[src/rtl/adc_monitor_scan_ctrl_if.sv]
// AXI-Stream master/slave bundle carrying captured monitor words tagged with a tile index.
interface adc_monitor_scan_ctrl_if #(
    parameter int unsigned DATA_W = 128,
    parameter int unsigned USER_W = 3
);
    logic              tvalid;
    logic [DATA_W-1:0] tdata;
    logic [USER_W-1:0] tuser;
    logic              tlast;
    logic              tready;

    modport master (output tvalid, output tdata, output tuser, output tlast, input tready);
    modport slave  (input tvalid, input tdata, input tuser, input tlast, output tready);
endinterface

[src/rtl/adc_monitor_scan_ctrl.sv]
// Steps the ADC monitor mux through a masked tile set, waits for the mux to settle,
// captures a fixed-length burst per tile and streams it out with the tile index in tuser.
module adc_monitor_scan_ctrl #(
    parameter int unsigned NUMBER_OF_LINE = 8,
    parameter int unsigned CAPTURE_LEN    = 16,
    parameter int unsigned SETTLE_CYCLES  = 2
) (
    input  logic                          clock,
    input  logic                          resetn,
    input  logic                          start,
    input  logic [7:0]                    channel_mask,
    input  logic                          continuous,
    input  logic                          abort,
    output logic                          busy,
    output logic                          done,
    output logic [2:0]                    adc_monitor_select,
    input  logic [16*NUMBER_OF_LINE-1:0]  mon_data,
    adc_monitor_scan_ctrl_if.master       m_axis,
    output logic [15:0]                   overrun_count
);

    localparam int unsigned DATA_W = 16 * NUMBER_OF_LINE;
    localparam int unsigned CNT_W  = 16;
    localparam int unsigned SET_W  = (SETTLE_CYCLES > 1) ? $clog2(SETTLE_CYCLES) : 1;

    typedef enum logic [2:0] {
        S_IDLE    = 3'd0,
        S_SELECT  = 3'd1,
        S_SETTLE  = 3'd2,
        S_CAPTURE = 3'd3,
        S_DRAIN   = 3'd4
    } state_t;

    state_t state;
    state_t state_next;

    logic [7:0]        mask_q;
    logic [7:0]        remain_q;
    logic [SET_W-1:0]  settle_cnt;
    logic [CNT_W-1:0]  word_cnt;
    logic              end_flag;

    logic              tvalid_q;
    logic [DATA_W-1:0] tdata_q;
    logic [2:0]        tuser_q;
    logic              tlast_q;
    logic              busy_q;
    logic              done_q;
    logic [2:0]        sel_q;
    logic [15:0]       overrun_q;

    logic              room_c;
    logic              handshake_c;
    logic              last_word_c;
    logic              settled_c;
    logic              more_c;
    logic [2:0]        pick_bit_c;
    logic [7:0]        pick_mask_c;

    logic              accept_c;
    logic              zero_start_c;
    logic              pick_c;
    logic              load_c;
    logic              drop_c;
    logic              restart_c;
    logic              finish_c;
    logic              set_end_c;

    function automatic logic [2:0] lowest_bit(input logic [7:0] m);
        logic [2:0] idx;
        idx = 3'd0;
        for (int i = 7; i >= 0; i--) begin
            if (m[i]) idx = 3'(i);
        end
        return idx;
    endfunction

    // Output register can take a new word when empty or emptying this cycle.
    assign handshake_c = tvalid_q & m_axis.tready;
    assign room_c      = ~tvalid_q | m_axis.tready;
    assign last_word_c = (word_cnt == CNT_W'(CAPTURE_LEN - 1));
    assign settled_c   = (settle_cnt == SET_W'(SETTLE_CYCLES - 1));
    assign more_c      = (remain_q != 8'd0);
    assign pick_bit_c  = lowest_bit(remain_q);
    assign pick_mask_c = 8'd1 << pick_bit_c;

    always_ff @(posedge clock or negedge resetn) begin
        if (!resetn) state <= S_IDLE;
        else         state <= state_next;
    end

    always_comb begin
        state_next = state;
        case (state)
            S_IDLE: begin
                if (start && (channel_mask != 8'd0)) state_next = S_SELECT;
            end
            S_SELECT: begin
                state_next = abort ? S_DRAIN : S_SETTLE;
            end
            S_SETTLE: begin
                if (abort)          state_next = S_DRAIN;
                else if (settled_c) state_next = S_CAPTURE;
            end
            S_CAPTURE: begin
                if (abort)                    state_next = S_DRAIN;
                else if (room_c && last_word_c) state_next = S_DRAIN;
            end
            S_DRAIN: begin
                if (room_c) begin
                    if (end_flag || abort)       state_next = S_IDLE;
                    else if (more_c || continuous) state_next = S_SELECT;
                    else                         state_next = S_IDLE;
                end
            end
            default: state_next = S_IDLE;
        endcase
    end

    // Per-state control strobes feeding the registered datapath.
    always_comb begin
        accept_c     = 1'b0;
        zero_start_c = 1'b0;
        pick_c       = 1'b0;
        load_c       = 1'b0;
        drop_c       = 1'b0;
        restart_c    = 1'b0;
        finish_c     = 1'b0;
        set_end_c    = 1'b0;
        case (state)
            S_IDLE: begin
                if (start) begin
                    if (channel_mask != 8'd0) accept_c     = 1'b1;
                    else                      zero_start_c = 1'b1;
                end
            end
            S_SELECT: begin
                if (abort) set_end_c = 1'b1;
                else       pick_c    = 1'b1;
            end
            S_SETTLE: begin
                if (abort) set_end_c = 1'b1;
            end
            S_CAPTURE: begin
                if (abort)       set_end_c = 1'b1;
                else if (room_c) load_c    = 1'b1;
                else             drop_c    = 1'b1;
            end
            S_DRAIN: begin
                if (abort) set_end_c = 1'b1;
                if (room_c) begin
                    if (end_flag || abort) finish_c  = 1'b1;
                    else if (more_c)       finish_c  = 1'b0;
                    else if (continuous)   restart_c = 1'b1;
                    else                   finish_c  = 1'b1;
                end
            end
            default: begin
                finish_c = 1'b0;
            end
        endcase
    end

    // Sweep bookkeeping: latched mask, tiles still to visit, counters and status.
    always_ff @(posedge clock or negedge resetn) begin
        if (!resetn) begin
            mask_q     <= 8'd0;
            remain_q   <= 8'd0;
            settle_cnt <= '0;
            word_cnt   <= '0;
            end_flag   <= 1'b0;
            busy_q     <= 1'b0;
            done_q     <= 1'b0;
            sel_q      <= 3'd0;
            overrun_q  <= 16'd0;
        end else begin
            done_q <= finish_c | zero_start_c;
            if (accept_c) begin
                mask_q    <= channel_mask;
                remain_q  <= channel_mask;
                overrun_q <= 16'd0;
                busy_q    <= 1'b1;
                end_flag  <= 1'b0;
            end
            if (finish_c) busy_q <= 1'b0;
            if (set_end_c) end_flag <= 1'b1;
            if (pick_c) begin
                sel_q      <= pick_bit_c;
                remain_q   <= remain_q & ~pick_mask_c;
                settle_cnt <= '0;
                word_cnt   <= '0;
            end else if (state == S_SETTLE) begin
                settle_cnt <= settle_cnt + SET_W'(1);
            end
            if (restart_c) remain_q <= mask_q;
            if (load_c) word_cnt <= word_cnt + CNT_W'(1);
            if (drop_c && (overrun_q != 16'hFFFF)) overrun_q <= overrun_q + 16'd1;
        end
    end

    // Single-entry output register; payload only changes on a load.
    always_ff @(posedge clock or negedge resetn) begin
        if (!resetn) begin
            tvalid_q <= 1'b0;
            tdata_q  <= '0;
            tuser_q  <= 3'd0;
            tlast_q  <= 1'b0;
        end else if (load_c) begin
            tvalid_q <= 1'b1;
            tdata_q  <= mon_data;
            tuser_q  <= sel_q;
            tlast_q  <= last_word_c;
        end else if (handshake_c) begin
            tvalid_q <= 1'b0;
        end
    end

    assign m_axis.tvalid      = tvalid_q;
    assign m_axis.tdata       = tdata_q;
    assign m_axis.tuser       = tuser_q;
    assign m_axis.tlast       = tlast_q;
    assign busy               = busy_q;
    assign done               = done_q;
    assign adc_monitor_select = sel_q;
    assign overrun_count      = overrun_q;

endmodule
[src/flat_wrapper.sv]
// flat-port wrapper written by rule: the top's interface ports become plain ports
module adc_monitor_scan_ctrl_flat 
#(
    parameter int unsigned NUMBER_OF_LINE = 8,
    parameter int unsigned CAPTURE_LEN    = 16,
    parameter int unsigned SETTLE_CYCLES  = 2
)
  (clock, resetn, start, channel_mask, continuous, abort, busy, done, adc_monitor_select, mon_data, overrun_count, m_axis_tvalid, m_axis_tdata, m_axis_tuser, m_axis_tlast, m_axis_tready);
  adc_monitor_scan_ctrl_if m_axis_i ();
  input  logic clock;
  input  logic resetn;
  input  logic start;
  input  logic [7:0] channel_mask;
  input  logic continuous;
  input  logic abort;
  output logic busy;
  output logic done;
  output logic [2:0] adc_monitor_select;
  input  logic [16*NUMBER_OF_LINE-1:0] mon_data;
  output logic [15:0] overrun_count;
  output wire logic [$bits(m_axis_i.tvalid)-1:0] m_axis_tvalid;
  output wire logic [$bits(m_axis_i.tdata)-1:0] m_axis_tdata;
  output wire logic [$bits(m_axis_i.tuser)-1:0] m_axis_tuser;
  output wire logic [$bits(m_axis_i.tlast)-1:0] m_axis_tlast;
  input wire logic [$bits(m_axis_i.tready)-1:0] m_axis_tready;
  assign m_axis_tvalid = m_axis_i.tvalid;
  assign m_axis_tdata = m_axis_i.tdata;
  assign m_axis_tuser = m_axis_i.tuser;
  assign m_axis_tlast = m_axis_i.tlast;
  assign m_axis_i.tready = m_axis_tready;
  adc_monitor_scan_ctrl #(.NUMBER_OF_LINE(NUMBER_OF_LINE), .CAPTURE_LEN(CAPTURE_LEN), .SETTLE_CYCLES(SETTLE_CYCLES)) u_core (.clock(clock), .resetn(resetn), .start(start), .channel_mask(channel_mask), .continuous(continuous), .abort(abort), .busy(busy), .done(done), .adc_monitor_select(adc_monitor_select), .mon_data(mon_data), .m_axis(m_axis_i), .overrun_count(overrun_count));
endmodule
[config.mk]
export PLATFORM = sky130hd
export DESIGN_NAME = adc_monitor_scan_ctrl_flat
export DESIGN_NICKNAME = d
export VERILOG_FILES = /design/src/rtl/adc_monitor_scan_ctrl_if.sv /design/src/rtl/adc_monitor_scan_ctrl.sv /design/src/flat_wrapper.sv
export SDC_FILE = /design/constraint.sdc
export NUM_CORES = 1
export LEC_CHECK = 0
export ABC_CLOCK_PERIOD_IN_PS = 4100
export CAP_MARGIN = 20
export CORE_MARGIN = 8
export CORE_UTILIZATION = 50
export CTS_BUF_LIST = sky130_fd_sc_hd__clkbuf_2 sky130_fd_sc_hd__clkbuf_4 sky130_fd_sc_hd__clkbuf_8
export DETAILED_ROUTE_END_ITERATION = 16
export PLACE_DENSITY = 0.93
export SLEW_MARGIN = 20
export SYNTH_ARGS = -nofsm -noshare
export SYNTH_HDL_FRONTEND = slang
export SYNTH_SLANG_ARGS = --single-unit
[constraint.sdc]
create_clock -name clock -period 4.1 [get_ports clock]
set_clock_uncertainty 0.15 [all_clocks]
set_input_delay 0.615 -clock clock [delete_from_list [all_inputs] [get_ports clock]]
set_output_delay 0.615 -clock clock [all_outputs]
set_load 0.01 [all_outputs]
* Word level (Yosys, flattened, before mapping)
Index checks and enable logic that the tools add are counted.
** Storage, ports and cells
- Register bits :: 191
- Bits of input ports :: 142
- Output and inout bits :: 154
- Logic and storage cells :: 110
** Cells by class
- Add/sub/neg operators :: 3
- Equal/unequal tests :: 10
- Shift operators :: 1
- Muxes and demuxes :: 59
- Bitwise gates (word level) :: 6
- Reductions and logical operators :: 17
** Operator list (count)
- two-way mux 16 bit :: 4
- two-way mux 3 bit :: 16
- two-way mux 1 bit :: 35
- adder 16 x 1 -> 16 bit, second input constant :: 2
- two-way mux 8 bit :: 3
- == test 16 x 4 -> 1 bit, second input constant :: 1
- inequality test 16 bit, second input constant :: 1
- nonzero test 8 bit :: 2
- case mux 3 bit (5 select lines) :: 1
- nonzero test 2 bit :: 6
- AND 8 bit :: 1
- NOT 8 bit :: 1
- << shifter 1 x 3 -> 8 bit, first input constant :: 1
- == test 3 x 2 -> 1 bit, second input constant :: 2
- inequality test 3 x 2 -> 1 bit, second input constant :: 2
- inequality test 2 x 1 -> 1 bit, second input constant :: 2
- AND reduction 4 bit :: 1
- OR reduction 4 bit :: 1
- == test 3 x 1 -> 1 bit, second input constant :: 1
- == test 3 bit, second input constant :: 1
- logical AND 1 bit :: 3
- zero test 3 bit :: 1
- nonzero test 3 bit :: 1
- logical OR 1 bit :: 2
- other kinds (4) :: 5

* Longest topological paths before layout
- Depth after elaboration :: 13
- Mapped depth :: 8
- Gate-level depth less buffers :: 6

* Worst setup path before layout
OpenSTA, ideal clock, no wires.
- Path type :: in2reg
- Start point :: input port abort
- End point :: register u_core.word_cnt[15]
- Setup time :: 0.127 ns
- Arrival time :: 2.064 ns
- Data required time :: 3.823 ns
- Setup slack :: 1.759 ns
- Cell stages on the path :: 7
- Buffers on the path :: 2
- Cell sequence :: nand4bb_1 buf_2 or4b_4 or2_0 buf_2 o211ai_2 o31ai_2
** On the way
- Word-level cells in the longest chain between the ends :: 3
- Elaborated cells on any way between the ends :: 6
- Classes of those cells :: 5 x mux; 1 x reduce/logical
** Ends and longest elaborated chain
- from (decl) :: line flat_wrapper.sv:15 : input logic abort;
- two-way mux 1 bit, on equally long branches :: line adc_monitor_scan_ctrl.sv:145, adc_monitor_scan_ctrl.sv:138
- two-way mux 1 bit :: line adc_monitor_scan_ctrl.sv:130 : case (state)
- two-way mux 16 bit or nonzero test 2 bit (tied branches)
- to (signal assigned) :: line adc_monitor_scan_ctrl.sv:196 : if (load_c) word_cnt <= word_cnt + CNT_W'(1);
- to (decl) :: line adc_monitor_scan_ctrl.sv:40 : logic [CNT_W-1:0] word_cnt;
Parallel ways exist; a longest one is shown, timed or not.
A chain may end at the register's enable or synchronous reset.

* Worst setup path in the final report
Ends and elaborated chain as after synthesis.

==> metrics.txt <==
run status finished, final reports clean; RSZ-0062 raised after global routing no; Cell Rows 46; CP Max Fanout 11; vias 7367; first-pass GRT wire length 38900 um; Synthesis Warnings 0; clock sink count 191; hold buffers post-CTS 0; Post-Syn Area 0.00800 sq mm; Post-Syn Nets 1042; Primary FF master, synth dfrtp_1; post-cts sizing count 0; crit path kind primary input to flip-flop; root buf cell clkbuf_8; Setup Viol. Count Final 0; reg2reg path depth 6; final-layout fill cell count 1087; die width 143 um; CTS tree yes; vias per cell 5.24; mean post-synth cell area 8.91 sq um; CP Capture Type flip-flop; PnR Total Power 7.14 mW; fraction of the mapped netlist area in simple logic gates 28.1%; GR Overflow Total 0; largest net degree at the start of global routing 133; Antenna Nets Post-Route 0; Post-CTS Setup Repair Bufs 0; crit path time final 2800 ps; final hold viol count 0; maxcap violations 0; num ports 296; Core ar. 0.0158 sq mm; Critical Path Max Stage Delay 580 ps; clk slew on worst S/H paths 100 ps; total CTS buffers 17; mux cell area share after synthesis 0.625%; nets 1319; distinct cell type count after synthesis 54; Routed WL 25200 um; sequential cell area 0.00478 sq mm; Worst R2R Setup Slack 1570 ps; Tightest Pin Transition 977 ps; Seq/Total Area, Yosys 59.7%; CP Cell Sequence clkdlybuf4s50_1 -> nand4bb_1 -> buf_4 -> or4b_4 -> or2_0 -> o211ai_2 -> o31ai_2; die footprint 0.0203 sq mm; Worst Path Required 4270 ps; initial antenna violation count 3; Worst VDD drop 0.391 mV; H-tree depth 4; Area growth, synth to finish 44.8%; largest family of logic cells by synthesized area simple AND/OR/NAND/NOR gates; post-synthesis adder-cell area fraction 0.313%; TNS Setup 0 ps; Die Ht 143 um; CP Launch Point abort; worst r2r dst u_core.word_cnt[15]; input/output buffers 295; Max Freq 357 MHz; FFs w/ async S/R, synth 100%; drt drc 0; maximum buffer depth of the clock tree 2; multi-input logic area 0.00304 sq mm; number of synthesized flops with an enable pin 0; type of the tightest min-delay check primary input to asynchronous set/reset pin; Leak Pwr 5.43 nW; layout cells sized above 1 4.38%; DRT Pass-1 Iters 5; final slew viol count 0; GRT Total Usage 24.5%; final period utilization 68.3%; Synth Area in XOR/XNOR 0%; WL per Instance 17.9 um; DR iter-0 viols 570; power density of the placed cells 616 mW/mm^2; CP max-delay cell clkdlybuf4s50_1; crit path DAT 2970 ps; FF+latch count, synth 191; initial core utilization 50.7%; Worst R2R Start u_core.state[1]; crit start category primary input; vias in the first global route 7308; Final HPWL DP 18500 um; clk_lat worst skew 450 ps; Post-Synthesis Cells 898; Max-slew headroom 34.9%; compound-gate portion of the synthesized area 8.73%; RD Place Congestion 0.867
[synthesized netlist by cell type, drive strengths merged, types with 7 or more instances]
| cell type | number | share of area [%] |
|---|---|---|
| a21oi | 12 | 0.75 |
| buf | 13 | 0.72 |
| clkbuf | 30 | 1.4 |
| dfrtp | 191 | 60 |
| inv | 7 | 0.33 |
| nand2 | 450 | 21 |
| nand3 | 19 | 1.2 |
| nand4 | 12 | 0.94 |
| nor2 | 20 | 0.97 |
| nor3 | 12 | 0.75 |
| nor4 | 8 | 0.81 |
| o21ai | 36 | 2.3 |
| o31ai | 13 | 1.3 |
[worst max-delay path by stage]
| stage | endpoint | slack (ps) | cells after the start |
|---|---|---|---|
| final | u_core.word_cnt[15] | 1300 | 7 |
| after global routing | u_core.word_cnt[15] | 1290 | 7 |
| after CTS | u_core.word_cnt[15] | 1360 | 7 |
| after detailed placement | u_core.word_cnt[15] | 850 | 7 |
| after global placement | u_core.word_cnt[15] | 990 | 7 |
| after floorplan | u_core.word_cnt[15] | 1760 | 7 |
[power by group]
part           switching, mW  internal [mW]
combinational           1.37           1.47
clock                  0.673          0.664
sequential             0.427           2.54
total                   2.47           4.67
[cell families after synthesis]
family | count (synthesis)
fa+ha+maj | 2
compound gates | 102
buf+inv | 50
flops | 191
simple gates | 548
mux | 5
[worst max-delay path: cells and delay by family]
kind | cells | cell delay, ps
AO/OA/AOI/OAI | 2 | 350
AND/OR/NAND/NOR | 3 | 1220
buffers and inverters | 2 | 780
[cells in the final DEF (no fill, tap or decap), drive strengths merged, types with 3 or more instances in the layout]
cell type / instances
clkbuf: 17
and3: 3
nor3: 12
nor4: 8
clkinv: 4
mux2i: 5
o31ai: 13
o21ai: 36
a21boi: 3
a22oi: 3
nand3: 19
dfrtp: 191
bufinv: 4
or2: 4
clkdlybuf4s50: 294
o21a: 3
a21oi: 12
and2: 3
inv: 10
diode: 3
nand2b: 6
nand2: 450
o221ai: 3
a22o: 3
buf: 7
nor2: 20
a21o: 3
a32oi: 3
nand4: 12
o211ai: 6
[final cells by class]
cell class	instances	area share, %
inverters	7	0.227
well taps	216	2.33
flip-flops and latches	191	41.2
multi-input cells	657	26.2
clock buffers	17	2.02
clock inverters	13	1.63
repair buffers	301	26.2
diodes	3	0.0648
[layer usage]
| metal | track usage [%] | vias up | part of all wire, % |
|---|---|---|---|
| met5 | 0 | - | 0 |
| met4 | 11.6 | 0 | 3.1 |
| met3 | 6.71 | 48 | 7.8 |
| met2 | 42.3 | 321 | 51 |
| met1 | 27.6 | 3499 | 38 |
| li1 | - | 3499 | - |
[registers in the layout, indices dropped and copies added, names as in the netlist]
register,cells
u_core.overrun_count,16
u_core.busy,1
u_core.m_axis.tdata,128
u_core.word_cnt,16
u_core.m_axis.tvalid,1
u_core.end_flag,1
u_core.state,3
u_core.adc_monitor_select,3
u_core.m_axis.tuser,3
u_core.remain_q,8
u_core.m_axis.tlast,1
u_core.settle_cnt,1
u_core.mask_q,8
u_core.done,1
[stage by stage]
stage,util (%),cell area [sq um],hold slack (ps),cells,setup WS (ps)
CTS,73.4,11600,189,1402,1360
detailed placement,70.7,11200,311,1372,850
floorplan,-,8000,169,898,1760
global placement,70.7,11200,306,1372,991
global route,73.5,11600,138,1405,1290
finish,73.5,11600,107,1405,1300
Note: power is estimated with default switching activity, not from simulation.
